$ cat config.mk
export PLATFORM = sky130hd
export DESIGN_NAME = uart_tx_arb_flat
export DESIGN_NICKNAME = d
export VERILOG_FILES = /design/src/rtl/uart_tx_arb_if.sv /design/src/rtl/uart_tx_arb.sv /design/src/flat_wrapper.sv
export SDC_FILE = /design/constraint.sdc
export NUM_CORES = 1
export LEC_CHECK = 0
export ABC_AREA = 1
export BUFFER_PORTS_ARGS = -buffer_cell sky130_fd_sc_hd__clkbuf_2
export CORE_AREA = 3 3 70 46
export DETAILED_ROUTE_END_ITERATION = 8
export DIE_AREA = 0 0 73 49
export GPL_TIMING_DRIVEN = 0
export PLACE_DENSITY = 0.77
export SLEW_MARGIN = 20
export SYNTH_ARGS = -nofsm -noshare
export SYNTH_HDL_FRONTEND = slang
export SYNTH_SLANG_ARGS = --single-unit
$ cat constraint.sdc
create_clock -name clock -period 4.3 [get_ports clock]
set_clock_uncertainty 0.15 [all_clocks]
set_input_delay 0.43 -clock clock [delete_from_list [all_inputs] [get_ports clock]]
set_output_delay 0.43 -clock clock [all_outputs]
set_load 0.1 [all_outputs]
$ cat src/rtl/uart_tx_arb_if.sv
// Two-requester UART transmit arbiter bus: request/data/ack handshake per
// requester plus the serial line and status outputs.
interface uart_tx_arb_if #(
  parameter int DBIT = 8
);
  logic            req0;
  logic            req1;
  logic [DBIT-1:0] data0;
  logic [DBIT-1:0] data1;
  logic            ack0;
  logic            ack1;
  logic            tx;
  logic            busy;
  logic            tx_done;
  logic            owner;

  // Requesters side
  modport master (
    output req0, req1, data0, data1,
    input  ack0, ack1, tx, busy, tx_done, owner
  );

  // Arbiter/transmitter side
  modport slave (
    input  req0, req1, data0, data1,
    output ack0, ack1, tx, busy, tx_done, owner
  );
endinterface

$ cat src/rtl/uart_tx_arb.sv
// Round-robin arbitrated UART transmitter. Two requesters share one serial
// line; a frame is start bit, DBIT data bits LSB first, then SB_TICK ticks of
// stop. Timing is paced by a 16x oversampling strobe (s_tick).
module uart_tx_arb #(
  parameter int DBIT    = 8,
  parameter int SB_TICK = 16
) (
  input  logic          clock,
  input  logic          reset,
  input  logic          s_tick,
  uart_tx_arb_if.slave  bus
);

  typedef enum logic [1:0] {IDLE, START, DATA, STOP} state_t;

  // Bit counter is wide enough both for DBIT data bits and for the number of
  // 16-tick groups in the stop period; in STOP, {n, s} acts as one counter so
  // stop lengths beyond 16 ticks work with the 4-bit tick counter.
  localparam int NMAX = (DBIT > (SB_TICK + 15) / 16) ? DBIT : (SB_TICK + 15) / 16;
  localparam int NW   = (NMAX > 1) ? $clog2(NMAX) : 1;
  localparam logic [NW+3:0] STOP_LAST = (NW+4)'(SB_TICK - 1);
  localparam logic [NW-1:0] BIT_LAST  = NW'(DBIT - 1);

  state_t          state_q, state_d;
  logic [3:0]      s_q, s_d;
  logic [NW-1:0]   n_q, n_d;
  logic [DBIT-1:0] b_q, b_d;
  logic            tx_q, tx_d;
  logic            ack0_q, ack0_d;
  logic            ack1_q, ack1_d;
  logic            done_q, done_d;
  logic            owner_q, owner_d;
  logic            last_q, last_d;
  logic            busy_q, busy_d;
  logic            gnt1;
  logic [DBIT-1:0] b_sh;

  // State and registered outputs; reset idles the line and points the
  // round-robin at requester 1 so requester 0 wins the first contention.
  always_ff @(posedge clock) begin
    if (reset) begin
      state_q <= IDLE;
      s_q     <= '0;
      n_q     <= '0;
      b_q     <= '0;
      tx_q    <= 1'b1;
      ack0_q  <= 1'b0;
      ack1_q  <= 1'b0;
      done_q  <= 1'b0;
      owner_q <= 1'b0;
      last_q  <= 1'b1;
      busy_q  <= 1'b0;
    end else begin
      state_q <= state_d;
      s_q     <= s_d;
      n_q     <= n_d;
      b_q     <= b_d;
      tx_q    <= tx_d;
      ack0_q  <= ack0_d;
      ack1_q  <= ack1_d;
      done_q  <= done_d;
      owner_q <= owner_d;
      last_q  <= last_d;
      busy_q  <= busy_d;
    end
  end

  // Next-state: arbitration in IDLE, tick-paced bit timing elsewhere.
  always_comb begin
    state_d = state_q;
    s_d     = s_q;
    n_d     = n_q;
    b_d     = b_q;
    tx_d    = tx_q;
    ack0_d  = 1'b0;
    ack1_d  = 1'b0;
    done_d  = 1'b0;
    owner_d = owner_q;
    last_d  = last_q;
    gnt1    = 1'b0;
    b_sh    = b_q >> 1;

    case (state_q)
      IDLE: begin
        if (bus.req0 || bus.req1) begin
          // With both pending, serve the one not served last
          gnt1    = bus.req1 && (!bus.req0 || !last_q);
          b_d     = gnt1 ? bus.data1 : bus.data0;
          ack0_d  = !gnt1;
          ack1_d  = gnt1;
          owner_d = gnt1;
          last_d  = gnt1;
          s_d     = '0;
          n_d     = '0;
          tx_d    = 1'b0;
          state_d = START;
        end
      end
      START: begin
        if (s_tick) begin
          if (s_q == 4'd15) begin
            s_d     = '0;
            tx_d    = b_q[0];
            state_d = DATA;
          end else begin
            s_d = s_q + 4'd1;
          end
        end
      end
      DATA: begin
        if (s_tick) begin
          if (s_q == 4'd15) begin
            s_d = '0;
            b_d = b_sh;
            if (n_q == BIT_LAST) begin
              n_d     = '0;
              tx_d    = 1'b1;
              state_d = STOP;
            end else begin
              n_d  = n_q + NW'(1);
              tx_d = b_sh[0];
            end
          end else begin
            s_d = s_q + 4'd1;
          end
        end
      end
      STOP: begin
        if (s_tick) begin
          if ({n_q, s_q} == STOP_LAST) begin
            n_d     = '0;
            s_d     = '0;
            done_d  = 1'b1;
            state_d = IDLE;
          end else begin
            {n_d, s_d} = {n_q, s_q} + (NW+4)'(1);
          end
        end
      end
      default: state_d = IDLE;
    endcase

    busy_d = (state_d != IDLE);
  end

  assign bus.tx      = tx_q;
  assign bus.ack0    = ack0_q;
  assign bus.ack1    = ack1_q;
  assign bus.tx_done = done_q;
  assign bus.owner   = owner_q;
  assign bus.busy    = busy_q;

endmodule

$ cat src/flat_wrapper.sv
// flat-port wrapper written by rule: the top's interface ports become plain ports
module uart_tx_arb_flat 
#(
  parameter int DBIT    = 8,
  parameter int SB_TICK = 16
)
  (clock, reset, s_tick, bus_req0, bus_req1, bus_data0, bus_data1, bus_ack0, bus_ack1, bus_tx, bus_busy, bus_tx_done, bus_owner);
  uart_tx_arb_if #(.DBIT(DBIT)) bus_i ();
  input  logic clock;
  input  logic reset;
  input  logic s_tick;
  input wire logic [$bits(bus_i.req0)-1:0] bus_req0;
  input wire logic [$bits(bus_i.req1)-1:0] bus_req1;
  input wire logic [$bits(bus_i.data0)-1:0] bus_data0;
  input wire logic [$bits(bus_i.data1)-1:0] bus_data1;
  output wire logic [$bits(bus_i.ack0)-1:0] bus_ack0;
  output wire logic [$bits(bus_i.ack1)-1:0] bus_ack1;
  output wire logic [$bits(bus_i.tx)-1:0] bus_tx;
  output wire logic [$bits(bus_i.busy)-1:0] bus_busy;
  output wire logic [$bits(bus_i.tx_done)-1:0] bus_tx_done;
  output wire logic [$bits(bus_i.owner)-1:0] bus_owner;
  assign bus_i.req0 = bus_req0;
  assign bus_i.req1 = bus_req1;
  assign bus_i.data0 = bus_data0;
  assign bus_i.data1 = bus_data1;
  assign bus_ack0 = bus_i.ack0;
  assign bus_ack1 = bus_i.ack1;
  assign bus_tx = bus_i.tx;
  assign bus_busy = bus_i.busy;
  assign bus_tx_done = bus_i.tx_done;
  assign bus_owner = bus_i.owner;
  uart_tx_arb #(.DBIT(DBIT), .SB_TICK(SB_TICK)) u_core (.clock(clock), .reset(reset), .s_tick(s_tick), .bus(bus_i));
endmodule
==> out/results.tsv <==
metric	value	unit
status	complete, no violations	
Worst Path Required	4.32	ns
synthesized area per cell	6.62	um^2
Distinct cells, synth	29	
initial antenna violation count	0	
GRT Util Overall	20.6	%
H-tree levels	1	
first-pass iteration count of the detailed router	4	
via count	1409	
final worst path period need	1.99	ns
CP Class	reg2reg	
Die W	73	um
clk sink count	24	
cell chain of the critical path	inv_1, ha_1, buf_4, nand2_2, nand2_2, nor2_4, buf_6, nand2_1, nor2_1, nor2_1	
Worst Path Max Fanout	10	
grt total ovfl	0	
Clock Latency Late Sink	0.28	ns
number of global-route vias before repair	1212	
clk buf depth	2	
hold_buf cts	0	
Port Buffers	25	
CORE AREA	2540	um^2
Setup TNS	0	ns
CTS root buffer	clkbuf_8	
R2R Setup Slk	2.31	ns
detail-routed via count per cell	5.12	
initial core utilization	55.8	%
synthesized cell area	1420	um^2
Inserted Clock Buffers	3	
Reg-to-Reg End	u_core.b_q[4]	
Area Growth Syn to Fin	15.5	%
DIE AREA	3580	um^2
IO Pins	27	
max_cap viols	0	
HPWL after DPL	2580	um
num rows	14	
share of post-route cells with drive strength above 1	16.0	%
Tcrit/Tclk final	46.3	%
Worst VDD drop	0.000412	V
Post-Place Cell Area	1580	um^2
final slew viol count	0	
# fillers	258	
Yosys reg bits	24	
final setup margin	2.31	ns
Min-Delay Startpoint	u_core.bus.owner	
Die Span Y	49	um
main flop type after synthesis	dfxtp_1	
leakage	0.796	nW
Mapped Nets	245	
per-cell routed wire length	12.5	um
DP Worst Slack	2.37	ns
drc violations	0	
Critical Path End Type	flop	
# setup viols final	0	
# nets final	275	
pwr dens	664	nW/um^2
Slew headroom	64.2	%
endpoints failing hold	0	
first-pass GRT wire length	5770	um
antenna viol nets, final	0	
clock-pin transition on the worst setup and hold timing paths	0.09	ns
number of flops mapped to enable cells by yosys	0	
min-delay worst type	reg2reg	
Max Freq	502	MHz
RSZ-0062 raised after global routing	false	
Worst setup SP type	flop	
sequential element share of the synthesized area	33.9	%
Detailed Route Iter0 Violations	110	
Hold Path Sink	u_core.bus.owner	
pin count of the biggest net entering global routing	14	
worst slew pin tran	0.540	ns
CP Data Arrival Time	2.01	ns
number of gates resized after CTS	0	
Critical R2R Launch	u_core.state_q[0]	
slowest stage delay, CP	0.41	ns
hold path cells	2	
routability congestion estimate from global placement	0.931	
post-CTS setup buffer count	0	
asr flop ratio synth	0	%
# diodes	0	
Yosys Warn Count	0	
CTS tree	built	
Syn Inst Count	214	
CP max stage cell	dfxtp_1	
Worst Reg-to-Reg Cells	10	
Finished Cell Area	1640	um^2
total wire length	3420	um
## cell usage in the layout (no fill, tap or decap)
master     n
nor2_4     1
a21boi_0   1
o21a_1     1
nand4_1    3
nor2_1    25
inv_2      1
o211ai_1   1
inv_1     19
nor3_1     3
nand2_1   63
o22ai_1    1
clkbuf_1   2
a31oi_1    1
buf_6      1
o21ai_1    9
nand3_2    1
clkbuf_2  25
nor2_2     1
buf_4      1
a21oi_1   16
ha_1      10
nand3b_1   2
or2_2      1
nand3_1    7
nand2_2    2
o21ai_0   14
dfxtp_1   24
or2_1      1
xor2_1     1
clkbuf_8   4
buf_2      1
## cell families after synthesis
family                     count (synthesis)  share of synthesized area [%]
buffers and inverters                     25                           7.50
adders and majority gates                 10                           8.83
AOI/OAI and AO/OA                         44                           16.2
xor gates and xnor gates                   1                          0.618
DFF                                       24                           33.9
and+or+nand+nor                          110                           32.9
## flip-flops by register name, indices dropped and copies added (netlist names)
name and cells:
u_core.b_q 8, u_core.s_q 4, u_core.n_q 3, u_core.state_q 2, u_core.bus.ack0 1, u_core.bus.ack1 1
u_core.bus.busy 1, u_core.bus.owner 1, u_core.bus.tx 1, u_core.bus.tx_done 1, u_core.last_q 1
## how the worst max path moves through the flow
stage,startpoint,end,slack [ns],cells past startpoint
after floorplan,u_core.state_q[0],u_core.b_q[4],2.66,10
after global placement,u_core.state_q[0],u_core.b_q[4],2.38,10
after detailed placement,u_core.state_q[0],u_core.b_q[4],2.37,10
after CTS,u_core.state_q[0],u_core.b_q[4],2.36,10
after global routing,u_core.state_q[0],u_core.b_q[4],2.20,10
final,u_core.state_q[0],u_core.b_q[4],2.31,10
## final cells by class
cell class	count	area (um^2)	area share (%)
Clock buffer	4	55.1	3.36
Inverter	20	75.1	4.58
Tap cell	32	40.0	2.44
Buffer	5	31.3	1.91
Sequential cell	24	480	29.3
Multi-Input combinational cell	165	831	50.7
Timing Repair Buffer	25	125	7.64
## critical path, delay by kind of cell (launching register included)
| kind | cells | cell delay (ns) |
|---|---|---|
| DFF | 1 | 0.41 |
| buffers and inverters | 3 | 0.49 |
| adders and majority gates | 1 | 0.24 |
| and+or+nand+nor | 6 | 0.58 |
## synth_stat cells (2+ instances only)
cell	count	area, um^2
nand2_2	2	12.5
nand3_1	7	35.0
nand2_1	63	236
nand4_1	3	18.8
nor2_1	25	93.8
dfxtp_1	24	480
nand3b_1	2	15.0
o21ai_1	9	45.0
a21oi_1	16	80.1
o21ai_0	14	70.1
clkbuf_1	2	7.51
ha_1	10	125
nor3_1	3	15.0
inv_1	19	71.3
## routing by layer
metal / routed length (um) / share of wire, % / GRT usage, %
met1: 1860 / 54 / 32.5
met2: 1290 / 38 / 26.0
met3: 222 / 6.5 / 4.53
met4: 52 / 1.5 / 7.98
met5: 0 / 0 / 0
## through the flow
stage / utilization (%) / instances / power (mW) / hold slack (ns)
detailed placement: 62.3 / 271 / 0.921 / 0.316
CTS: 64.5 / 275 / 1.08 / 0.329
finish: 64.5 / 275 / 1.09 / 0.330
global placement: 62.3 / 271 / 0.916 / 0.306
floorplan: - / 214 / 0.804 / 0.289
global route: 64.5 / 275 / 1.18 / 0.360
## report_power, final
| part | switching [mW] | internal (mW) |
|---|---|---|
| registers | 0.0493 | 0.293 |
| logic | 0.405 | 0.184 |
| clock network | 0.0748 | 0.0820 |
| total | 0.529 | 0.559 |
Power figures use the tool's default switching activity.
